===== src/rtl/timer_regs_if.sv =====
// Decoded register-access bus between the APB bridge and the timer register bank.
// The bridge side drives the request; the register bank returns rdata and error in the same cycle.
interface timer_regs_if;
  logic [11:0] reg_addr;
  logic        wr_en;
  logic        rd_en;
  logic [31:0] wdata;
  logic [31:0] rdata;
  logic        error;

  modport master (output reg_addr, wr_en, rd_en, wdata, input  rdata, error);
  modport slave  (input  reg_addr, wr_en, rd_en, wdata, output rdata, error);
endinterface


===== src/rtl/timer_regs.sv =====
// Timer register bank: control, 64-bit prescaled counter, compare and level interrupt.
// Accesses are decoded combinationally; all state updates on the access edge.
module timer_regs #(
  parameter int          DIV_MAX = 8,
  parameter logic [63:0] CMP_RST = 64'hFFFF_FFFF_FFFF_FFFF
) (
  input  logic          clk,
  input  logic          rst_n,
  timer_regs_if.slave   bus,
  output logic          tim_int
);
  localparam logic [11:0] A_TCR   = 12'h000;
  localparam logic [11:0] A_TDR0  = 12'h004;
  localparam logic [11:0] A_TDR1  = 12'h008;
  localparam logic [11:0] A_TCMP0 = 12'h00C;
  localparam logic [11:0] A_TCMP1 = 12'h010;
  localparam logic [11:0] A_TIER  = 12'h014;
  localparam logic [11:0] A_TISR  = 12'h018;
  localparam logic [3:0]  DIV_LIM = 4'(DIV_MAX);

  logic        timer_en, div_en;
  logic [3:0]  div_val;
  logic [7:0]  presc;
  logic [63:0] counter, cmp;
  logic        int_en, int_st;

  logic        acc, addr_err, tcr_bad, we, tick;
  logic [7:0]  presc_lim;

  assign acc      = bus.wr_en | bus.rd_en;
  assign addr_err = (bus.reg_addr[1:0] != 2'b00) || (bus.reg_addr > A_TISR);
  // Divider settings may only change while the timer is off before and after the write.
  assign tcr_bad  = (bus.wdata[11:8] > DIV_LIM) ||
                    ((timer_en | bus.wdata[0]) &&
                     ((bus.wdata[1] != div_en) || (bus.wdata[11:8] != div_val)));
  assign bus.error = acc & (addr_err | (bus.wr_en & (bus.reg_addr == A_TCR) & tcr_bad));
  assign we        = bus.wr_en & ~bus.error;

  assign presc_lim = ~(8'hFF << div_val);
  assign tick      = timer_en & (div_en ? (presc == presc_lim) : 1'b1);
  assign tim_int   = int_st & int_en;

  always_comb begin
    bus.rdata = 32'h0;
    if (bus.rd_en && !bus.error) begin
      unique case (bus.reg_addr)
        A_TCR:   bus.rdata = {20'h0, div_val, 6'h0, div_en, timer_en};
        A_TDR0:  bus.rdata = counter[31:0];
        A_TDR1:  bus.rdata = counter[63:32];
        A_TCMP0: bus.rdata = cmp[31:0];
        A_TCMP1: bus.rdata = cmp[63:32];
        A_TIER:  bus.rdata = {31'h0, int_en};
        A_TISR:  bus.rdata = {31'h0, int_st};
        default: bus.rdata = 32'h0;
      endcase
    end
  end

  always_ff @(posedge clk or negedge rst_n) begin
    if (!rst_n) begin
      timer_en <= 1'b0;
      div_en   <= 1'b0;
      div_val  <= 4'd1;
      presc    <= 8'h0;
      counter  <= 64'h0;
      cmp      <= CMP_RST;
      int_en   <= 1'b0;
      int_st   <= 1'b0;
    end else begin
      if (we && bus.reg_addr == A_TCR) begin
        timer_en <= bus.wdata[0];
        div_en   <= bus.wdata[1];
        div_val  <= bus.wdata[11:8];
        presc    <= 8'h0;
      end else if (!timer_en) begin
        presc <= 8'h0;
      end else if (div_en) begin
        presc <= tick ? 8'h0 : presc + 8'h1;
      end

      // A software write to either counter half takes priority over the increment.
      if (we && bus.reg_addr == A_TDR0)      counter <= {counter[63:32], bus.wdata};
      else if (we && bus.reg_addr == A_TDR1) counter <= {bus.wdata, counter[31:0]};
      else if (tick)                         counter <= counter + 64'h1;

      if (we && bus.reg_addr == A_TCMP0) cmp[31:0]  <= bus.wdata;
      if (we && bus.reg_addr == A_TCMP1) cmp[63:32] <= bus.wdata;
      if (we && bus.reg_addr == A_TIER)  int_en     <= bus.wdata[0];

      if (counter == cmp)                                   int_st <= 1'b1;
      else if (we && bus.reg_addr == A_TISR && bus.wdata[0]) int_st <= 1'b0;
    end
  end
endmodule


===== src/flat_wrapper.sv =====
// flat-port wrapper written by rule: the top's interface ports become plain ports
module timer_regs_flat 
#(
  parameter int          DIV_MAX = 8,
  parameter logic [63:0] CMP_RST = 64'hFFFF_FFFF_FFFF_FFFF
)
  (clk, rst_n, tim_int, bus_reg_addr, bus_wr_en, bus_rd_en, bus_wdata, bus_rdata, bus_error);
  timer_regs_if bus_i ();
  input  logic clk;
  input  logic rst_n;
  output logic tim_int;
  input wire logic [$bits(bus_i.reg_addr)-1:0] bus_reg_addr;
  input wire logic [$bits(bus_i.wr_en)-1:0] bus_wr_en;
  input wire logic [$bits(bus_i.rd_en)-1:0] bus_rd_en;
  input wire logic [$bits(bus_i.wdata)-1:0] bus_wdata;
  output wire logic [$bits(bus_i.rdata)-1:0] bus_rdata;
  output wire logic [$bits(bus_i.error)-1:0] bus_error;
  assign bus_i.reg_addr = bus_reg_addr;
  assign bus_i.wr_en = bus_wr_en;
  assign bus_i.rd_en = bus_rd_en;
  assign bus_i.wdata = bus_wdata;
  assign bus_rdata = bus_i.rdata;
  assign bus_error = bus_i.error;
  timer_regs #(.DIV_MAX(DIV_MAX), .CMP_RST(CMP_RST)) u_core (.clk(clk), .rst_n(rst_n), .bus(bus_i), .tim_int(tim_int));
endmodule

===== config.mk =====
export PLATFORM = sky130hd
export DESIGN_NAME = timer_regs_flat
export DESIGN_NICKNAME = d
export VERILOG_FILES = /design/src/rtl/timer_regs_if.sv /design/src/rtl/timer_regs.sv /design/src/flat_wrapper.sv
export SDC_FILE = /design/constraint.sdc
export NUM_CORES = 1
export LEC_CHECK = 0
export ABC_CLOCK_PERIOD_IN_PS = 3300
export BUFFER_PORTS_ARGS = -buffer_cell sky130_fd_sc_hd__buf_2
export CORE_MARGIN = 3
export CORE_UTILIZATION = 60
export DETAILED_ROUTE_END_ITERATION = 10
export PLACE_DENSITY = 0.78
export SYNTH_ARGS = -nofsm -noshare
export SYNTH_HDL_FRONTEND = slang
export SYNTH_SLANG_ARGS = --single-unit

===== constraint.sdc =====
create_clock -name clk -period 3.3 [get_ports clk]
set_input_delay 0.33 -clock clk [delete_from_list [all_inputs] [get_ports clk]]
set_output_delay 0.33 -clock clk [all_outputs]
set_load 0.03 [all_outputs]

==> results of run 1 <==
==> sequential cells by signal, indices dropped and copies added (netlist names) <==
| signal | flops |
|---|---|
| u_core.cmp | 64 |
| u_core.counter | 64 |
| u_core.div_en | 1 |
| u_core.div_val | 4 |
| u_core.int_en | 1 |
| u_core.int_st | 1 |
| u_core.presc | 8 |
| u_core.timer_en | 1 |
==> cells in the final DEF (no fill, tap or decap), types with 10 or more instances in the layout <==
cell type and count:
mux2_2 68, a22oi_1 65, o22ai_1 10, xnor2_1 97, nand3_1 38, dfrtp_1 78, nor2_1 44, inv_1 12
o21ai_0 45, buf_4 25, nor3_1 20, and3_1 11, buf_2 80, a31oi_1 15, a21oi_1 78, o21ai_1 13
nor4_1 15, dfstp_2 65, nand2_1 72, clkbuf_16 17, nand4_1 37
==> through the flow <==
step	hold slack, ps	util (%)
after floorplan	34.4	-
after global placement	286	66.7
after detailed placement	290	66.7
after CTS	164	70.8
after global routing	168	70.9
final	166	70.9
==> cell type report <==
cell class | instances | area (um2) | share of cell area [%]
Multi-Input combinational cell | 756 | 5240 | 49.8
Sequential cell | 144 | 3690 | 35.0
Timing Repair Buffer | 113 | 729 | 6.92
Clock buffer | 22 | 464 | 4.41
Tap cell | 184 | 230 | 2.19
Clock inverter | 10 | 136 | 1.29
Inverter | 12 | 45.0 | 0.428
==> cell families after synthesis <==
kind of cell,count (synthesis),synth area share (%)
flip-flops,144,39.6
adder cells (fa/ha/maj),2,0.269
multiplexers,71,8.70
AND/OR/NAND/NOR,314,19.3
XOR/XNOR,106,9.98
buffers and inverters,94,4.28
AO/OA/AOI/OAI,263,17.8
==> worst paths after layout <==
check	startpoint	endpoint	slack (ps)
worst max-delay path	u_core.div_val[0]$_DFFE_PN1P_	bus_rdata[25]	140
worst min-delay path	bus_wdata[27]	u_core.counter[27]$_DFFE_PN0P_	170
worst max register to register	u_core.div_val[2]$_DFFE_PN0P_	u_core.counter[6]$_DFFE_PN0P_	340
worst min register to register	u_core.int_en$_DFFE_PN0P_	u_core.int_en$_DFFE_PN0P_	550
max in group asynchronous	rst_n	u_core.cmp[16]$_DFFE_PN1P_	2010
min in group asynchronous	rst_n	u_core.presc[4]$_DFFE_PN0P_	400
==> power by group <==
group / switching [uW] / internal, uW / total [uW]
clock network: 768 / 1230 / 1990
registers: 10.7 / 1780 / 1790
logic: 101 / 44.9 / 146
==> critical path, cell delays in order, from the launching register on <==
cell and delay, ps:
dfstp_2 640, xnor2_1 140, o21a_1 140, a41oi_1 230
a21oi_2 210, o311a_1 210, nand4_1 150, buf_12 220
a21oi_1 220, buf_2 240
==> timing repair <==
action	4_1_cts	5_1_grt
endpoints found under the setup margin	0	32
endpoints found under the hold margin	24	0
resized for setup	0	2
hold buffers	1	0
==> layer usage <==
metal / part of all wire, % / track usage, % / up-vias
met5: 0 / 0 / -
met4: 4.4 / 16.1 / 0
met3: 11 / 8.94 / 113
met2: 45 / 53.1 / 659
met1: 39 / 48.3 / 4213
li1: - / - / 3769
==> results_dict.tcl, run 1 <==
set metrics [dict create \
    stdcell_area_um2 10500 \
    p_per_area_nw_per_um2 373 \
    track_usage_pct 35.3 \
    grt_pass1_vias 8328 \
    wirelength_mm 29.5 \
    post_synth.cell_area_avg_um2 9.36 \
    viasPerCell 7.05 \
    layout_min_cycle_time_ps 3160 \
    synth_common_cells "xnor2_1, a21oi_1, dfrtp_1, nand2_1, mux2_2" \
    cts_buffers 17 \
    gp_congestion 0.981 \
    clock_sinks 144 \
    dp_cells 1208 \
    clk_latency_ps 430 \
    synth_flop_cell "dfrtp_1" \
    yosysSeqAreaShare_pct 39.6 \
    min_delay_path_depth 3 \
    path_clk_slew_ps 60 \
    die_w_um 131 \
    synth_top_area_share_pct 21.3 \
    worst_ep_required_time_ps 2970 \
    finalPower_uw 3930 \
    firstDrtPassIters 6 \
    htreeDepth 4 \
    start_util_pct 62.6 \
    antenna_cells 0 \
    area_growth_pct 13.3 \
    ys_warn_count 0 \
    hold_class "in -> reg" \
    ant_nets 0 \
    cts_root_buf "clkbuf_16" \
    fin_cells 1241 \
    slew_viol_final 0 \
    die_y_um 131 \
    start_kind "flip-flop" \
    fill_cells 1126 \
    synth_top_area_cell "dfrtp_1" \
    postCtsSetupBuffers 0 \
    die_area_um2 17000 \
    finalSetupViolations 0 \
    fp-row-count 44 \
    grt_first_pass_wirelength_mm 46.2 \
    path_max_fanout 32 \
    hpwl_mm 20.2 \
    synthTopCellsByArea "dfrtp_1, dfstp_2, xnor2_1" \
    clockBufferDepth 2 \
    hold_violations 0 \
    placedInstanceArea_um2 9920 \
    post-place-ws_ps 395 \
    coreArea_um2 14900 \
    finalCritPeriodShare_pct 95.8 \
    worst_slack_ps 138 \
    yosys.cell_count.top_type "xnor2_1" \
    relSlewSlack_pct 28.9 \
    ios 82 \
    tns_ps 0 \
    fin_skew_ps 8.07 \
    synth_edf_count 0 \
    critPathKind "reg -> out" \
    async_reset_ff_share_pct 100 \
    leakage_uw 0.00392 \
    overflow 0 \
    port_buffers 81 \
    antenna_found_initial 0 \
    syn-num-nets 1044 \
    grt_max_degree 97 \
    post_drt_wl_per_cell_um 23.8 \
    rsz0062_at_grt "false" \
    synth.cell_area_um2 9300 \
    vias 8754 \
    cap_viol_max_count 0 \
    status "completed" \
    nets 1094 \
    ys_types 75 \
    fmax_mhz 316 \
    syn_inst 994 \
    cts_tree "yes" \
    drtIter0Drc 1519 \
    rr_worst_depth 8 \
    arrival_ps 2830 \
    drc 0 \
    drive_gt1_share_pct 29.1 \
    max-vdd-ir-drop_mv 0.379 \
    tightestPinTransition_ps 1070 \
    end_kind "primary output" \
    ys_ff_latch 144 \
]
(Power assumes the default switching activity.)
==> run 2: changes to the inputs <==
--- a/config.mk
+++ b/config.mk
@@ -7,8 +7,10 @@
 export LEC_CHECK = 0
 export ABC_CLOCK_PERIOD_IN_PS = 3300
 export BUFFER_PORTS_ARGS = -buffer_cell sky130_fd_sc_hd__buf_2
+export CELL_PAD_IN_SITES_DETAIL_PLACEMENT = 0
+export CELL_PAD_IN_SITES_GLOBAL_PLACEMENT = 2
 export CORE_MARGIN = 3
-export CORE_UTILIZATION = 60
+export CORE_UTILIZATION = 38
 export DETAILED_ROUTE_END_ITERATION = 10
 export PLACE_DENSITY = 0.78
 export SYNTH_ARGS = -nofsm -noshare
==> results_dict.tcl, run 2 (synthesized netlist as in run 1, its figures left out) <==
set metrics [dict create \
    status "completed" \
    antenna_cells 0 \
    cts_buffers 17 \
    grt_max_degree 70 \
    fp-row-count 56 \
    hold_violations 0 \
    worst_path_most_repeated_cell "a21oi_1" \
    ios 82 \
    coreArea_um2 23800 \
    r2r_end "u_core.counter[13]$_DFFE_PN0P_" \
    finalPower_uw 3890 \
    whs_endpoint "u_core.counter[4]$_DFFE_PN0P_" \
    finalSetupViolations 0 \
    clk_latency_ps 430 \
    critPathKind "reg -> out" \
    cts_root_buf "clkbuf_16" \
    post_drt_wl_per_cell_um 23.4 \
    path_buf_inv 2 \
    grt_first_pass_wirelength_mm 49.7 \
    hpwl_mm 22.9 \
    routed-wl-met2_mm 15.0 \
    cap_viol_max_count 0 \
    grt_pass1_vias 7982 \
    start_util_pct 39.2 \
    start_kind "flip-flop" \
    crit_chain "xnor2_1, o21a_1, a41oi_1, a21oi_1, o311a_1, nand4_1, buf_12, a21oi_1, buf_2" \
    fmax_mhz 318 \
    worstHoldStart "bus_wdata[4]" \
    path_max_fanout 32 \
    max-vdd-ir-drop_mv 0.299 \
    die_y_um 162 \
    die_area_um2 26400 \
    rr_worst_depth 8 \
    cp_slowest_cell "dfstp_2" \
    fin_skew_ps 13.9 \
    top_layer_used "met5" \
    cpPeakStageDelay_ps 640 \
    tightestPinTransition_ps 850 \
    top_regs "u_core.cmp x64, u_core.counter x64, u_core.presc x8" \
    hold_class "in -> reg" \
    drive_gt1_share_pct 29.8 \
    final_common_cell "xnor2_1" \
    firstDrtPassIters 6 \
    overflow 0 \
    viasPerCell 5.93 \
    placedInstanceArea_um2 10200 \
    cts_tree "yes" \
    arrival_ps 2810 \
    finalCritPeriodShare_pct 95.2 \
    finish.utilization_pct 45.2 \
    leakage_uw 0.00395 \
    fill_cells 2350 \
    layout_min_cycle_time_ps 3140 \
    wl_met1_mm 14.9 \
    most-common-layout-cells "xnor2_1, buf_2, a21oi_1, dfrtp_1, nand2_1" \
    path_clk_slew_ps 60 \
    antenna_found_initial 1 \
    vias 8209 \
    clockBufferDepth 2 \
    drc 0 \
    stdcell_area_um2 10700 \
    track_usage_pct 24.8 \
    area_growth_pct 15.6 \
    cp_top_family "compound AO/OA/AOI/OAI gates" \
    drtIter0Drc 636 \
    ant_nets 0 \
    worst_ep_required_time_ps 2970 \
    htreeDepth 4 \
    min_delay_path_depth 3 \
    port_buffers 81 \
    reg2reg_setup_slack_ps 420 \
    wl_met3_mm 1.76 \
    die_w_um 162 \
    nets 1103 \
    slew_viol_final 0 \
    rsz0062_at_grt "false" \
    postCtsSetupBuffers 0 \
    tns_ps 0 \
    r2r_start "u_core.div_val[2]$_DFFE_PN0P_" \
    p_per_area_nw_per_um2 362 \
    relSlewSlack_pct 43.3 \
    end_kind "primary output" \
    gp_congestion 0.836 \
    clock_sinks 144 \
    wirelength_mm 32.4 \
]
==> run 2: changes by cell type in the layout (fill, tap and decap cells not counted) <==
cell,change
a21oi_1,+1
clkbuf_1,-2
clkbuf_8,-1
a21oi_2,-1
clkinv_4,+1
inv_6,+2
bufinv_16,-1
clkinv_2,+1
buf_4,+9
==> run 2: cell type report <==
cell class / count / area [um2] / area share, %
multi-input combinational: 756 / 5240 / 48.8
sequential: 144 / 3690 / 34.3
timing repair buffer: 122 / 797 / 7.42
clock buffer: 19 / 443 / 4.12
tap: 319 / 399 / 3.71
clock inverter: 13 / 138 / 1.28
inverter: 12 / 45.0 / 0.419
==> run 2: timing repair <==
action,CTS,global route
gates resized for setup,0,1
endpoints found under the hold margin,41,0
endpoints found under the setup margin,0,32
hold buffers,1,0
==> run 2: how the worst max path moves through the flow <==
stage / startpoint / to / slack [ps] / cells past startpoint
after floorplan: bus_reg_addr[11] / bus_rdata[10] / 480 / 7
after global placement: u_core.div_val[2]$_DFFE_PN0P_ / u_core.counter[12]$_DFFE_PN0P_ / 470 / 8
after detailed placement: bus_reg_addr[11] / bus_rdata[11] / 430 / 8
after CTS: u_core.div_val[3]$_DFFE_PN0P_ / bus_rdata[11] / 30 / 9
after global routing: u_core.div_val[0]$_DFFE_PN1P_ / bus_rdata[24] / 20 / 9
final: u_core.div_val[0]$_DFFE_PN1P_ / bus_rdata[11] / 160 / 9
==> run 2: layer usage <==
metal / global-route usage (%) / vias up
met1: 34.9 / 4135
met2: 38.9 / 232
met5: 0 / -
met4: 7.83 / 2
met3: 4.43 / 40
li1: - / 3800
==> run 2: stage by stage <==
| step | setup slack [ps] | cells | hold slack [ps] |
|---|---|---|---|
| final | 158 | 1385 | 159 |
| after global routing | 20.5 | 1385 | 164 |
| after CTS | 28.8 | 1385 | 145 |
| after detailed placement | 433 | 1352 | 412 |
| after global placement | 466 | 1352 | 405 |
| after floorplan | 484 | 994 | 34.4 |
==> run 2: power by group <==
| part | internal, uW | leakage [uW] | switching (uW) |
|---|---|---|---|
| Clock | 1130 | 0.000280 | 821 |
| Combinational | 44.8 | 0.00200 | 103 |
| Sequential | 1780 | 0.00166 | 10.0 |
==> run 2: worst min-delay path, stage by stage <==
cell	delay (ps)
buf_2	110
nand2_1	40
o21ai_0	60
==> run 3: changes to the inputs <==
--- a/config.mk
+++ b/config.mk
@@ -5,14 +5,14 @@
 export SDC_FILE = /design/constraint.sdc
 export NUM_CORES = 1
 export LEC_CHECK = 0
-export ABC_CLOCK_PERIOD_IN_PS = 3300
+export ABC_CLOCK_PERIOD_IN_PS = 2600
 export BUFFER_PORTS_ARGS = -buffer_cell sky130_fd_sc_hd__buf_2
 export CELL_PAD_IN_SITES_DETAIL_PLACEMENT = 0
 export CELL_PAD_IN_SITES_GLOBAL_PLACEMENT = 2
 export CORE_MARGIN = 3
-export CORE_UTILIZATION = 38
+export CORE_UTILIZATION = 35
 export DETAILED_ROUTE_END_ITERATION = 10
-export PLACE_DENSITY = 0.78
+export PLACE_DENSITY = 0.76
 export SYNTH_ARGS = -nofsm -noshare
 export SYNTH_HDL_FRONTEND = slang
 export SYNTH_SLANG_ARGS = --single-unit
==> constraint.sdc (replaced) <==
create_clock -name clk -period 2.6 [get_ports clk]
set_input_delay 0.26 -clock clk [delete_from_list [all_inputs] [get_ports clk]]
set_output_delay 0.26 -clock clk [all_outputs]
set_load 0.03 [all_outputs]
==> results_dict.tcl, run 3 (synthesized netlist as in run 1, its figures left out) <==
set metrics [dict create \
    top_regs "u_core.cmp x64, u_core.counter x64, u_core.presc x8" \
    stdcell_area_um2 12400 \
    max-vdd-ir-drop_mv 0.395 \
    finalSetupViolations 31 \
    leakage_uw 0.00466 \
    cts_buffers 17 \
    path_max_fanout 7 \
    path_clk_slew_ps 70 \
    nets 1204 \
    violations "negative setup slack" \
    critPathKind "reg -> out" \
    fmax_mhz 364 \
    grt_pass1_vias 8504 \
    rsz0062_at_grt "true" \
    finalCritPeriodShare_pct 106 \
    overflow 0 \
    cts_root_buf "clkbuf_16" \
    slew_viol_final 0 \
    vias 8683 \
    clock_sinks 144 \
    ant_nets 0 \
    cap_viol_max_count 0 \
    track_usage_pct 23.9 \
    grt_first_pass_wirelength_mm 52.5 \
    clk_latency_ps 430 \
    drc 0 \
    fp-row-count 59 \
    finalPower_uw 4900 \
    drive_gt1_share_pct 40.5 \
    hpwl_mm 24.8 \
    clockBufferDepth 2 \
    die_area_um2 28600 \
    hold_violations 0 \
    fin_skew_ps 13.1 \
    worst_ep_required_time_ps 2340 \
    post-place-ws_ps -21.0 \
    drtIter0Drc 777 \
    relSlewSlack_pct 60.8 \
    final_common_cell "buf_4" \
    firstDrtPassIters 5 \
    gp_congestion 0.889 \
    start_kind "flip-flop" \
    arrival_ps 2490 \
    area_growth_pct 33.6 \
    wirelength_mm 34.9 \
    die_y_um 169 \
    layout_min_cycle_time_ps 2750 \
    antenna_cells 0 \
    port_buffers 81 \
    status "finished with violations" \
    tightestPinTransition_ps 588 \
    cts_tree "yes" \
    ios 82 \
    p_per_area_nw_per_um2 394 \
    start_util_pct 35.7 \
    worst_slack_ps -146 \
    coreArea_um2 26100 \
    antenna_found_initial 0 \
    placedInstanceArea_um2 11000 \
    end_kind "primary output" \
    htreeDepth 4 \
    grt_max_degree 63 \
    hold_class "in -> reg" \
    viasPerCell 5.78 \
    most-common-layout-cells "buf_4, xnor2_1, dfrtp_1, nand2_1, mux2_2" \
    die_w_um 169 \
    post_drt_wl_per_cell_um 23.2 \
]
-- run 3: changes by cell type in the layout (fill, tap and decap cells not counted), moves of 7 or more --
cell,before,now
a21oi_1,79,48
nor4_1,15,8
buf_6,1,37
buf_2,80,49
buf_4,34,116
buf_12,6,15
a21oi_4,0,27
-- run 3: what timing repair did --
action,4_1_cts,5_1_grt
gates cloned,1,3
endpoints found under the hold margin,27,0
buffers inserted,5,7
hold buffers,1,0
endpoints found under the setup margin,35,60
pin swaps,3,9
resized for setup,103,41
-- run 3: path summary, 6_finish.rpt --
check / from / end / slack [ps] / depth (start not counted)
max: u_core.div_val[0]$_DFFE_PN1P_ / bus_rdata[23] / -150 / 11
min: bus_wdata[4] / u_core.counter[4]$_DFFE_PN0P_ / 90 / 3
max reg2reg: u_core.div_val[0]$_DFFE_PN1P_ / u_core.counter[19]$_DFFE_PN0P_ / 40 / 10
min reg2reg: u_core.int_st$_DFFE_PN0P_ / u_core.int_st$_DFFE_PN0P_ / 540 / 2
max in group asynchronous: rst_n / u_core.cmp[14]$_DFFE_PN1P_ / 1380 / 3
min in group asynchronous: rst_n / u_core.counter[22]$_DFFE_PN0P_ / 380 / 2
-- run 3: layout make-up --
type | count | area [um2]
Inverter | 12 | 45.0
Clock inverter | 13 | 128
Fill cell | 2543 | 13600
Multi-Input combinational cell | 757 | 5780
Tap cell | 335 | 419
Clock buffer | 19 | 443
Sequential cell | 144 | 3690
Timing Repair Buffer | 222 | 1930
-- run 3: report_power, final --
group	switching, uW	internal (uW)	total [uW]
Clock	1060	1360	2420
Combinational	143	68.0	211
Sequential	8.79	2260	2270
-- run 3: routing by layer --
metal	vias to the layer above	global-route usage, %	routed length [um]	part of all wire [%]
met3	32	3.92	1660	4.8
met5	-	0	0	0
met2	235	38.3	16700	48
met4	0	5.96	693	2.0
met1	4411	33.7	15800	45
li1	4005	-	-	-
-- run 3: through the flow --
stage | hold slack [ps] | util [%] | std cells | setup TNS, ps
6_report | 94.4 | 47.7 | 1502 | -2540
3_3_place_gp | 282 | 42.2 | 1453 | -15.8
3_5_place_dp | 280 | 42.2 | 1453 | -21.0
2_1_floorplan | -35.6 | - | 994 | -584
5_1_grt | 108 | 47.7 | 1502 | -7760
4_1_cts | 83.7 | 46.4 | 1492 | -2800
-- run 3: critical path: stages, from the launching register on --
cell and delay (ps):
dfstp_2 560, xnor2_2 110, o21a_1 150, a41oi_2 120
a21oi_2 130, o311a_1 170, nand4_1 100, buf_6 160
buf_8 140, buf_12 140, a21oi_2 120, buf_6 140
